$ cat config.mk
export PLATFORM = sky130hd
export DESIGN_NAME = bus_arbiter2
export DESIGN_NICKNAME = d
export VERILOG_FILES = /design/src/rtl/bus_arbiter2.sv
export SDC_FILE = /design/constraint.sdc
export NUM_CORES = 1
export LEC_CHECK = 0
export BUFFER_PORTS_ARGS = -buffer_cell sky130_fd_sc_hd__buf_2
export CAP_MARGIN = 20
export CELL_PAD_IN_SITES_DETAIL_PLACEMENT = 0
export CELL_PAD_IN_SITES_GLOBAL_PLACEMENT = 1
export CORE_AREA = 2 2 110 112
export DETAILED_ROUTE_END_ITERATION = 8
export DIE_AREA = 0 0 112 114
export MAX_ROUTING_LAYER = met4
export PLACE_DENSITY_LB_ADDON = 0.1
export SLEW_MARGIN = 20
export SYNTH_ARGS = -nofsm -noshare
export SYNTH_HDL_FRONTEND = slang
export SYNTH_SLANG_ARGS = --single-unit
$ cat constraint.sdc
create_clock -name clk_i -period 2.15 [get_ports clk_i]
set_input_delay 0.1075 -clock clk_i [delete_from_list [all_inputs] [get_ports clk_i]]
set_output_delay 0.1075 -clock clk_i [all_outputs]
set_load 0.005 [all_outputs]
$ cat src/rtl/bus_arbiter2.sv
// ---------------------------------------------------------------------------
// bus_arbiter2
// Two-master, one-slave bus arbiter (master 0 = CPU, master 1 = DMA) with
// alternating priority on contention and a per-transfer ack timeout.
//
// Ports
//   clk_i, rst_i        : clock (rising edge), async active-high reset
//   m_cyc[1:0]          : per-master cycle request
//   m_we[1:0]           : per-master write enable
//   m_adr[63:0]         : per-master address, master i in [32i+31:32i]
//   m_dat_o[63:0]       : per-master write data, master i in [32i+31:32i]
//   m_sel[7:0]          : per-master byte enables, master i in [4i+3:4i]
//   m_ack[1:0]          : per-master acknowledge (owner only)
//   m_err[1:0]          : per-master one-cycle timeout error pulse
//   m_dat_i[31:0]       : slave read data broadcast to both masters
//   s_cyc/s_we/s_adr/s_dat_o/s_sel : shared slave-side bus, driven by owner
//   s_ack, s_dat_i      : slave acknowledge and read data
//   grant[1:0]          : registered one-hot-or-zero current owner
// ---------------------------------------------------------------------------
module bus_arbiter2 #(
  parameter int unsigned TIMEOUT = 255
) (
  input  logic        clk_i,
  input  logic        rst_i,
  input  logic [1:0]  m_cyc,
  input  logic [1:0]  m_we,
  input  logic [63:0] m_adr,
  input  logic [63:0] m_dat_o,
  input  logic [7:0]  m_sel,
  output logic [1:0]  m_ack,
  output logic [1:0]  m_err,
  output logic [31:0] m_dat_i,
  output logic        s_cyc,
  output logic        s_we,
  output logic [31:0] s_adr,
  output logic [31:0] s_dat_o,
  output logic [3:0]  s_sel,
  input  logic        s_ack,
  input  logic [31:0] s_dat_i,
  output logic [1:0]  grant
);

  localparam int unsigned CW = 16;

  // State encoding doubles as the grant vector.
  typedef enum logic [1:0] {
    IDLE = 2'b00,
    OWN0 = 2'b01,
    OWN1 = 2'b10
  } state_e;

  state_e          state_q;
  logic            last_q;
  logic [CW-1:0]   cnt_q;
  logic [CW-1:0]   cnt_d;
  logic [1:0]      err_q;
  logic [1:0]      err_d;

  assign grant = 2'(state_q);

  // Arbitration FSM; last_q records the most recent owner for alternation.
  always_ff @(posedge clk_i or posedge rst_i) begin
    if (rst_i) begin
      state_q <= IDLE;
      last_q  <= 1'b1;
    end else begin
      case (state_q)
        IDLE: begin
          if (m_cyc == 2'b11) begin
            if (last_q) begin
              state_q <= OWN0;
              last_q  <= 1'b0;
            end else begin
              state_q <= OWN1;
              last_q  <= 1'b1;
            end
          end else if (m_cyc[0]) begin
            state_q <= OWN0;
            last_q  <= 1'b0;
          end else if (m_cyc[1]) begin
            state_q <= OWN1;
            last_q  <= 1'b1;
          end
        end
        OWN0:    if (!m_cyc[0]) state_q <= IDLE;
        OWN1:    if (!m_cyc[1]) state_q <= IDLE;
        default: state_q <= IDLE;
      endcase
    end
  end

  // Ack wait counter; an ack in the terminal cycle wins over the timeout.
  always_comb begin
    cnt_d = cnt_q;
    err_d = 2'b00;
    if (state_q == IDLE || s_ack) begin
      cnt_d = '0;
    end else if (s_cyc) begin
      if (cnt_q == CW'(TIMEOUT - 1)) begin
        cnt_d = '0;
        err_d = grant;
      end else begin
        cnt_d = cnt_q + CW'(1);
      end
    end
  end

  always_ff @(posedge clk_i or posedge rst_i) begin
    if (rst_i) begin
      cnt_q <= '0;
      err_q <= 2'b00;
    end else begin
      cnt_q <= cnt_d;
      err_q <= err_d;
    end
  end

  assign m_err = err_q;

  // Slave-side mux from the current owner; everything idles low without one.
  always_comb begin
    s_cyc   = 1'b0;
    s_we    = 1'b0;
    s_adr   = '0;
    s_dat_o = '0;
    s_sel   = '0;
    if (state_q == OWN0) begin
      s_cyc   = m_cyc[0];
      s_we    = m_we[0];
      s_adr   = m_adr[31:0];
      s_dat_o = m_dat_o[31:0];
      s_sel   = m_sel[3:0];
    end else if (state_q == OWN1) begin
      s_cyc   = m_cyc[1];
      s_we    = m_we[1];
      s_adr   = m_adr[63:32];
      s_dat_o = m_dat_o[63:32];
      s_sel   = m_sel[7:4];
    end
  end

  assign m_ack   = {2{s_ack}} & grant & m_cyc;
  assign m_dat_i = s_dat_i;

endmodule

==> results.env <==
DESIGN_AREA_SQ_UM=3230
MAX-SLEW-MARGIN-REL_PCT=41.1
POST_ROUTE_CELLS_DRIVE_ABOVE_1_SHARE_PCT=56.8
POST_SYNTH_NUM_CELL_TYPES=44
CTS_SETUP_BUFFERS=0
PROPORTION_OF_POWER_DRAWN_BY_THE_CLOCK_NETWORK_PCT=20.6
MIN_PERIOD_OVER_PERIOD_PCT=86.2
HOLD_PATH.CLASS='input port to asynchronous set/reset pin'
POWER.INTERNAL_mW=1.21
TIMING.FINAL.MAX_SLEW_VIOLATIONS=0
POSTSYNTH.ASYNCRESETSHARE_PCT=100
SHARE_COMB_OF_TOTAL_POWER_PCT=56.5
CRITICAL_PATH.REG2REG.ENDPOINT='cnt_q[12]'
CRITICAL_PATH.MAX_FANOUT=69
STARTPOINT_TYPES='flop'
SYNTH_SEQ_CELLS=21
ROOT_CELL_OF_THE_CLOCK_TREE='sky130_fd_sc_hd__clkbuf_16'
POSTROUTEANTENNANETS=0
GRT.TOTAL_USAGE_PCT=18.6
PLACED_AREA_SQ_UM=3150
DIE-WIDTH_MICRONS=112
NUM_ROWS=40
BOUNDARYPINS=283
TIMING_HOLD_VIOLATIONS_FINAL=0
TIMING.FMAX_MHz=540
SEQUENTIAL_TO_TOTAL_AREA_SHARE_FROM_YOSYS_STAT_PCT=24.8
MIN_PERIOD_NS=1.85
DIE-AREA_SQ_UM=12800
BUFFER_PORTS.INSERTED=218
HPWL_MICRONS=10700
GRT_FIRST_PASS_WIRELENGTH_MICRONS=17300
ROUTED_VIA_DENSITY=4.85
DRT_WL_TOTAL_MICRONS=12800
SYNTH-WARNING-COUNT=0
FINAL.SETUP.TNS_NS=0
WORST_SETUP_PATH_END_KIND='primary output'
POWER_PER_CELL_AREA_nW_PER_UM2=616
SYNTHTOLAYOUTAREAGROWTH_PCT=51.9
SEQ_POWER_SHARE_PCT=22.9
SWITCHING_SHARE_PCT=39.3
TIMING.MAX_CAP.VIOLATIONS=0
POWER_SWITCHING_mW=0.783
CRITPATHARRIVALTIME_NS=1.75
POST_CTS_HOLD_BUFFER_COUNT=0
RSZ0062_AT_GRT='no'
IR_WORST_VDD_mV=0.219
GRT-OVFL-TOTAL=0
SYNTHTOPCELLSBYAREA='sky130_fd_sc_hd__a22o_1 (29%), sky130_fd_sc_hd__dfrtp_1 (24%), sky130_fd_sc_hd__buf_4 (11%), sky130_fd_sc_hd__a21oi_1 (2.6%), sky130_fd_sc_hd__o31ai_1 (2.1%)'
ROUTEDWLPERCELL_MICRONS=22.5
REG2REG_SLACK_NS=0.35
CLOCK_SKEW_NS=0.00364
FILLERS=1309
FINAL-INSTANCE-COUNT-EXCL-FILL=568
WORST_SLEW_PIN_SLEW_NS=0.883
VIA_COUNT=2756
NUMBER_OF_DRC_VIOLATIONS_AFTER_DETAILED_ROUTING=0
INITIAL_CORE_UTILIZATION_PCT=18.1
DRT_FIRST_PASS_ITERS=4
TIMING.FINAL.SETUP_VIOLATIONS=0
CLOCKBUFFERDEPTH=2
P_LEAK_nW=1.72
SYNTH_TOP_FLOP_CELL='sky130_fd_sc_hd__dfrtp_1'
CTS_MADE_BUFFERS=3
TIMING.REG2REG.WORST_PATH_DEPTH=5
CLKLATENCYLATEPIN_NS=0.26
ANTENNA_CELLS=0
CLOCK_TRANSITION_AT_THE_REGISTER_CLOCK_PINS_ON_THE_WORST_SETUP_AND_HOLD_PATHS_AFTER_CTS_NS=0.06
CORE_AREA_SQ_UM=11700
FIN_HOLD_WS_NS=0.0262
FLOORPLAN.DIE.HEIGHT_MICRONS=114
SYNTHESIS.AREA_PER_INSTANCE_SQ_UM=8.64
CLOCK_TREE.HTREE_LEVEL_COUNT=1
FIN_NETS=599
CTS-RESIZED-GATES=0
OUTCOME='complete, no violations'
WORSTPATHREQUIRED_NS=2.04
GRT_PASS1_VIAS=2591
SYNTH_TOP_AREA_CELL='sky130_fd_sc_hd__a22o_1'
REGTOREGSTARTPOINT='cnt_q[1]'
DPL.CELL_COUNT=564
GRT_START_MAX_NET_PINS=70
FINALPOWER_mW=1.99
CLOCK-SINKS=21
POST_SYNTH_INSTANCE_AREA_SQ_UM=2120
POST_SYNTH_INST_COUNT=246
DRT_ITER0_DRC=143
SYNTH-EDFF-COUNT=0
CRIT_TYPE='flop to primary output'
POST-SYNTH-TOP-AREA-FRACTION_PCT=28.9
SYNTH.NET_COUNT=423
GRT_ANTENNA_BEFORE_REPAIR=0
TRITONCTS='done'
FINALWEIGHTEDCONGESTION=0.822
how the worst max path moves through the flow:
stage	start	end	slack, ns	depth (start not counted)
3_5_place_dp	cnt_q[1]	cnt_q[12]	0.38	5
5_1_grt	cnt_q[0]	cnt_q[10]	0.17	7
6_report	grant[0]	s_dat_o[18]	0.30	4
2_1_floorplan	cnt_q[1]	cnt_q[12]	0.52	6
3_3_place_gp	cnt_q[0]	cnt_q[7]	0.40	6
4_1_cts	grant[1]	s_dat_o[14]	0.30	4
kinds of logic (layout without fill, tap and decap cells):
| kind of cell | Yosys count | count (layout) | synth area share [%] |
|---|---|---|---|
| flops | 21 | 21 | 24.8 |
| xor+xnor | 2 | 2 | 0.825 |
| fa+ha+maj | 2 | 2 | 1.18 |
| mux | 1 | 1 | 0.530 |
| buf+inv | 58 | 233 | 16.7 |
| simple gates | 56 | 56 | 16.0 |
| compound gates | 106 | 106 | 39.9 |
layer usage:
layer / share of wire (%) / track usage [%] / wire length (microns) / up-vias
met1: 43 / 24.0 / 5460 / 1303
met4: 1.4 / 3.17 / 184 / 0
met3: 15 / 11.4 / 1940 / 14
li1: - / - / - / 1281
met5: 0 / - / 0 / -
met2: 41 / 24.9 / 5190 / 158
sequential cells by signal (all words and copies together) (netlist names):
signal / cells
last_q: 1
cnt_q: 16
m_err: 2
grant: 2
cells in the final DEF, fill, tap and decap left out, types with 2 or more instances in the layout:
cell type | synthesis | layout
sky130_fd_sc_hd__and2_1 | 3 | 3
sky130_fd_sc_hd__nand3_1 | 5 | 5
sky130_fd_sc_hd__or4_1 | 4 | 4
sky130_fd_sc_hd__nand2b_1 | 3 | 3
sky130_fd_sc_hd__ha_1 | 2 | 2
sky130_fd_sc_hd__buf_2 | 8 | 218
sky130_fd_sc_hd__inv_1 | 5 | 5
sky130_fd_sc_hd__buf_4 | 32 | 4
sky130_fd_sc_hd__buf_12 | 0 | 2
sky130_fd_sc_hd__o31ai_1 | 6 | 6
sky130_fd_sc_hd__and4_1 | 3 | 3
sky130_fd_sc_hd__o211ai_2 | 2 | 2
sky130_fd_sc_hd__a22o_1 | 70 | 70
sky130_fd_sc_hd__nand2_1 | 8 | 8
sky130_fd_sc_hd__nor2_1 | 5 | 5
sky130_fd_sc_hd__o22ai_1 | 2 | 2
sky130_fd_sc_hd__nor2b_4 | 0 | 2
sky130_fd_sc_hd__nand4_1 | 6 | 6
sky130_fd_sc_hd__dfrtp_1 | 20 | 20
sky130_fd_sc_hd__clkbuf_16 | 0 | 3
sky130_fd_sc_hd__a21oi_1 | 11 | 11
sky130_fd_sc_hd__or3_1 | 6 | 6
sky130_fd_sc_hd__and3_1 | 3 | 3
sky130_fd_sc_hd__a31oi_1 | 2 | 2
sky130_fd_sc_hd__o21ai_0 | 6 | 6
synth_stat cells, drive strengths merged (5+ instances only):
master  instances
or4             5
nand4           6
o21ai           7
nor2            5
buf            42
a21oi          12
o31ai           6
dfrtp          20
nand2           8
or3             6
clkbuf         11
inv             5
a22o           70
nand3           5
worst max-delay path: stages, from the launching register on:
cell and delay (ns):
sky130_fd_sc_hd__dfrtp_1 0.53, sky130_fd_sc_hd__nor2b_4 0.23, sky130_fd_sc_hd__buf_12 0.27, sky130_fd_sc_hd__a22o_1 0.25, sky130_fd_sc_hd__buf_2 0.17
power groups by stage:
stage          Combinational (mW)  Sequential, mW  Clock (mW)
2_1_floorplan               0.557           0.450           0
3_3_place_gp                 1.14           0.459           0
3_5_place_dp                 1.13           0.462           0
4_1_cts                      1.14           0.454       0.416
5_1_grt                      1.22           0.458       0.432
6_report                     1.12           0.455       0.410
cell type report:
class	instances	area, sq um	area share, %
repair buffers	224	1160	36.0
clock buffers	3	75.1	2.33
flip-flops and latches	21	527	16.3
well taps	147	184	5.70
inverters	5	18.8	0.581
multi-input cells	167	1260	39.0
clock inverters	1	5.00	0.155
metrics by stage:
stage | worst slack (ns) | utilization, %
finish | 0.297 | 27.6
global route | 0.172 | 27.6
CTS | 0.302 | 27.6
detailed placement | 0.380 | 26.9
global placement | 0.399 | 26.9
floorplan | 0.522 | -
Power figures use the tool's default switching activity.
